===== config.mk =====
export PLATFORM = sky130hd
export DESIGN_NAME = multi_edge_detector
export DESIGN_NICKNAME = d
export VERILOG_FILES = /design/src/rtl/multi_edge_detector.sv
export SDC_FILE = /design/constraint.sdc
export NUM_CORES = 1
export LEC_CHECK = 0
export BUFFER_PORTS_ARGS = -buffer_cell sky130_fd_sc_hd__buf_2
export CORE_ASPECT_RATIO = 0.6
export CORE_MARGIN = 2
export CORE_UTILIZATION = 50
export DETAILED_ROUTE_END_ITERATION = 10
export PLACE_DENSITY = 0.79
export SLEW_MARGIN = 10
export SYNTH_ARGS = -nofsm -noshare
export SYNTH_HDL_FRONTEND = slang
export SYNTH_SLANG_ARGS = --single-unit

===== constraint.sdc =====
create_clock -name i_clk -period 1.4 [get_ports i_clk]
set_clock_uncertainty 0.05 [all_clocks]
set_input_delay 0.35 -clock i_clk [delete_from_list [all_inputs] [get_ports i_clk]]
set_output_delay 0.35 -clock i_clk [all_outputs]
set_load 0.02 [all_outputs]

===== src/rtl/multi_edge_detector.sv =====
// multi_edge_detector
//
// Multi-channel edge detector for raw, possibly asynchronous 1-bit inputs.
// Each channel passes through a synchroniser chain and a persistence
// filter. The filter produces a clean level, a registered one-cycle edge
// pulse qualified by a per-channel mode, and a write-1-to-clear sticky flag.
//
// Parameters:
//   CH          - number of independent channels (>= 1)
//   SYNC_STAGES - synchroniser depth per channel (>= 2)
//   FILT_CYC    - consecutive mismatching cycles needed before the filtered
//                 level follows the synchronised input (>= 1, 1 = no filter)
//
// Ports:
//   i_clk    - system clock, rising edge
//   i_rst    - asynchronous active-high reset, clears every register
//   i_sig    - raw input per channel, asynchronous to i_clk
//   i_mode   - per-channel mode in bits [2k+1:2k]:
//              00 off, 01 rising, 10 falling, 11 both
//   i_clr    - write-1-to-clear for o_sticky, one bit per channel
//   o_level  - filtered, synchronised level
//   o_pulse  - registered one-cycle pulse on each qualifying edge
//   o_sticky - set by a qualifying edge, held until cleared
//   o_any    - OR of all sticky flags

module multi_edge_detector #(
  parameter int unsigned CH          = 4,
  parameter int unsigned SYNC_STAGES = 2,
  parameter int unsigned FILT_CYC    = 4
) (
  input  logic            i_clk,
  input  logic            i_rst,
  input  logic [CH-1:0]   i_sig,
  input  logic [2*CH-1:0] i_mode,
  input  logic [CH-1:0]   i_clr,
  output logic [CH-1:0]   o_level,
  output logic [CH-1:0]   o_pulse,
  output logic [CH-1:0]   o_sticky,
  output logic            o_any
);

  // Counter is wide enough to hold FILT_CYC-1; it is cleared on reaching that
  // terminal value, so it never wraps.
  localparam int unsigned     CntW    = $clog2(FILT_CYC + 1);
  localparam logic [CntW-1:0] CntLast = CntW'(FILT_CYC - 1);
  localparam logic [CntW-1:0] CntOne  = CntW'(1);

  // ---------------------------------------------------------------------------
  // Synchroniser: stage 0 samples the raw input, the last stage feeds the filter
  // ---------------------------------------------------------------------------
  logic [CH-1:0] sync_q [SYNC_STAGES];
  logic [CH-1:0] sync_out;

  always_ff @(posedge i_clk or posedge i_rst) begin
    if (i_rst) begin
      for (int s = 0; s < int'(SYNC_STAGES); s++) begin
        sync_q[s] <= '0;
      end
    end else begin
      sync_q[0] <= i_sig;
      for (int s = 1; s < int'(SYNC_STAGES); s++) begin
        sync_q[s] <= sync_q[s-1];
      end
    end
  end

  assign sync_out = sync_q[SYNC_STAGES-1];

  // ---------------------------------------------------------------------------
  // Persistence filter, edge qualification and sticky flags
  // ---------------------------------------------------------------------------
  logic [CntW-1:0] cnt_q [CH];
  logic [CntW-1:0] cnt_d [CH];
  logic [CH-1:0]   level_q, level_d;
  logic [CH-1:0]   pulse_q, pulse_d;
  logic [CH-1:0]   sticky_q, sticky_d;
  logic [CH-1:0]   mismatch;
  logic [CH-1:0]   toggle;

  always_comb begin
    mismatch = '0;
    toggle   = '0;
    level_d  = level_q;
    pulse_d  = '0;
    sticky_d = sticky_q;
    for (int k = 0; k < int'(CH); k++) begin
      cnt_d[k] = '0;
    end

    for (int k = 0; k < int'(CH); k++) begin
      mismatch[k] = sync_out[k] ^ level_q[k];
      // Toggle on the FILT_CYC-th consecutive mismatching cycle.
      toggle[k]   = mismatch[k] && (cnt_q[k] == CntLast);

      if (mismatch[k] && !toggle[k]) begin
        cnt_d[k] = cnt_q[k] + CntOne;
      end else begin
        cnt_d[k] = '0;
      end

      level_d[k] = level_q[k] ^ toggle[k];

      // Mode bit 0 enables rising (level currently 0), bit 1 enables falling.
      // The mode is taken live on the toggling edge.
      pulse_d[k] = toggle[k] &&
                   ((!level_q[k] && i_mode[2*k]) || (level_q[k] && i_mode[2*k+1]));

      // Set has priority over a simultaneous clear.
      if (pulse_d[k]) begin
        sticky_d[k] = 1'b1;
      end else if (i_clr[k]) begin
        sticky_d[k] = 1'b0;
      end
    end
  end

  always_ff @(posedge i_clk or posedge i_rst) begin
    if (i_rst) begin
      for (int k = 0; k < int'(CH); k++) begin
        cnt_q[k] <= '0;
      end
      level_q  <= '0;
      pulse_q  <= '0;
      sticky_q <= '0;
    end else begin
      for (int k = 0; k < int'(CH); k++) begin
        cnt_q[k] <= cnt_d[k];
      end
      level_q  <= level_d;
      pulse_q  <= pulse_d;
      sticky_q <= sticky_d;
    end
  end

  assign o_level  = level_q;
  assign o_pulse  = pulse_q;
  assign o_sticky = sticky_q;
  assign o_any    = |sticky_q;

endmodule


==> metrics.md <==
| Metric | Value |
|---|---|
| GP Congestion | `0.7331` |
| IO buf count | `30` |
| I/O pin cnt | `31` |
| Worst rel slew slack | `74.26%` |
| PD cells | `1797 nW/um^2` |
| Worst Setup EP | `o_any` |
| Switching power | `826.3 uW` |
| Sw frac | `30.10%` |
| 1st-iter DRT viols | `16` |
| DIE WIDTH | `67.48 um` |
| Synth Warn # | `0` |
| Startpoint Class | `flop` |
| Synth Net Count | `about 110` |
| Reg2reg path depth | `3` |
| Clock tree sinks | `32` |
| Final Hold Fails | `0` |
| Die Height | `42.09 um` |
| Cts bufs inserted | `5` |
| Pre-CTS setup slack | `-0.06389 ns` |
| CP Data Required Time | `1.00 ns` |
| Post-Layout Cell Count | `about 160` |
| Lkg Pwr | `0.7945 nW` |
| First-pass DRT Iterations | `4` |
| Post-DP HPWL | `1586 um` |
| Post-layout nets | `153` |
| Routed Antenna Nets | `0` |
| Number of post-CTS setup repair buffers | `0` |
| Final Util | `68.56%` |
| Yosys reg bits | `32` |
| Vias in the first global route | `842` |
| CTS tree | `done` |
| Final setup vio count | `1` |
| DR vias/cell | `5.019` |
| CTS max path bufs | `2` |
| Post-layout min period | `1.722 ns` |
| Most frequent cells in the layout | `dfrtp_1 (31), buf_2 (29), nand4b_1 (8), nor3_1 (8), ha_1 (8)` |
| Worst Hold Class | `in -> async` |
| Share of layout cells above drive strength 1 | `35.94%` |
| Total negative setup slack | `-0.3219 ns` |
| Int Pwr | `1.919 mW` |
| CP Class | `reg -> out` |
| Via Count | `793` |
| Die area | `2840 um^2` |
| Setup slack, reg-to-reg | `0.09 ns` |
| Max FO, Critical Path | `2` |
| Number of distinct library cells after synthesis | `13` |
| Final instance area | `approximately 1500 um^2` |
| Total grt overflow | `0` |
| Row cnt | `13` |
| Cell Area, Synth | `1209 um^2` |
| Core footprint | `2228 um^2` |
| Mapped Avg Cell Area | `14.05 um^2` |
| Final period util | `123.0%` |
| Crit path from | `o_sticky[3]` |
| Outcome | `finished with violations` |
| Syn-to-layout area delta | `26.40%` |
| Number of antenna diodes | `0` |
| Worst VDD drop | `between 1 and 1.5 mV` |
| Highest Clock Rate | `between 0.5 and 0.6 GHz` |
| Root Buffer Master | `clkbuf_8` |
| Global-route usage over all layers | `16.84%` |
| H-Tree Depth | `2` |
| Unrepaired setup endpoints after global routing | `true` |
| Clk slew on worst S/H paths | `0.06 ns` |
| Largest net degree at the start of global routing | `33` |
| Critical Path AT | `1.32 ns` |
| Violated checks | `setup timing` |
| # DRC | `0` |
| Hold_buf cts | `0` |
| Register share of total power | `46.8%` |
| Post-synthesis sequential area ratio | `66.25%` |
| Initial Util | `54.24%` |
| Worst-margin pin slew | `0.3861 ns` |
| Placed instance area | `approximately 1400 um^2` |
| Commonest non-fill, non-tap cell in the layout | `dfrtp_1` |
| Max Cap Violations | `0` |
| Detailed Route WL | `2032 um` |
| Logic pwr share | `27.9%` |
| Final worst slack | `-0.3219 ns` |
| WL/cell | `12.86 um` |
| Final Max Tran Viols | `0` |
| Post-synthesis instance total | `86` |
| First-pass GRT wire length | `3443 um` |
| Critical R2R Launch | `cnt_q[9]` |
| Dpl cells | `150` |
| Worst-skew pair later-pin latency | `approximately 0.27 ns` |
| Clock group share of total power | `about a quarter` |
| Initial antenna violation count | `0` |
| Critical Path End Type | `output pin` |
## per-layer routing
metal | track usage (%) | vias up | part of all wire [%] | routed length [um]
met5 | 0 | - | 0 | 0
met4 | 3.673 | 0 | 0.98 | 20
met3 | 7.258 | 3 | 5.5 | 112
met2 | 29.22 | 18 | 50 | 1015
met1 | 19.14 | 391 | 43 | 883
li1 | - | 381 | - | -
## power groups by stage
stage	Sequential, mW	Combinational, mW	Clock [mW]
CTS	1.29	0.781	0.721
detailed placement	1.30	0.760	0
finish	1.29	0.765	0.695
global route	1.31	0.858	0.765
global placement	1.28	0.721	0
floorplan	1.38	0.433	0
## through the flow
stage,hold WS (ns),power [mW]
floorplan,0.2812,1.808
global placement,0.2821,1.999
detailed placement,0.2926,2.064
CTS,0.09901,2.789
global route,0.1131,2.937
finish,0.09700,2.746
## cells by family (layout without fill, tap and decap cells)
| logic type | count (synthesis) | count (layout) | synth area share (%) |
|---|---|---|---|
| fa+ha+maj | 8 | 8 | 8.282 |
| buf+inv | 5 | 47 | 1.553 |
| simple gates | 33 | 33 | 17.29 |
| mux | 4 | 4 | 3.726 |
| flops | 32 | 32 | 66.25 |
| xor+xnor | 4 | 4 | 2.898 |
## critical path, cell delays in order, from the launching register on
cell     delay [ns]
dfrtp_2        0.40
or4_4          0.51
buf_6          0.14
## how the worst min path moves through the flow
stage | from | end | slack, ns | cells after the start
detailed placement | sync_q[5] | sync_out[1] | 0.29 | 0
finish | i_rst | cnt_q[11] | 0.1 | 3
global route | i_sig[0] | sync_q[4] | 0.11 | 1
global placement | sync_q[5] | sync_out[1] | 0.28 | 0
CTS | i_rst | cnt_q[11] | 0.1 | 3
floorplan | sync_q[4] | sync_out[0] | 0.28 | 0
## cells in the mapped netlist
master	n	area (um^2)
nand2_1	4	15.01
nand3_1	4	20.02
nand4b_1	8	70.07
or2b_1	1	7.510
nor3b_1	4	30.03
dfrtp_1	32	800.8
or4_1	1	7.510
nand2b_1	3	18.77
xnor2_1	4	35.03
inv_1	5	18.77
nor3_1	8	40.04
mux2_2	4	45.04
ha_1	8	100.1
## layout make-up
type | instances | area (um^2)
well taps | 30 | 37.54
clock buffers | 8 | 90.09
inverters | 5 | 18.77
repair buffers | 34 | 186.4
fillers | 173 | 700.7
multi-input cells | 49 | 392.9
flip-flops and latches | 32 | 802.0
## repair_timing
| action | CTS | global route |
|---|---|---|
| gates resized for setup | 2 | 0 |
| pin swaps | 1 | 0 |
| setup endpoints to repair | 1 | 1 |
No activity file was read; power rests on OpenSTA's default activity.
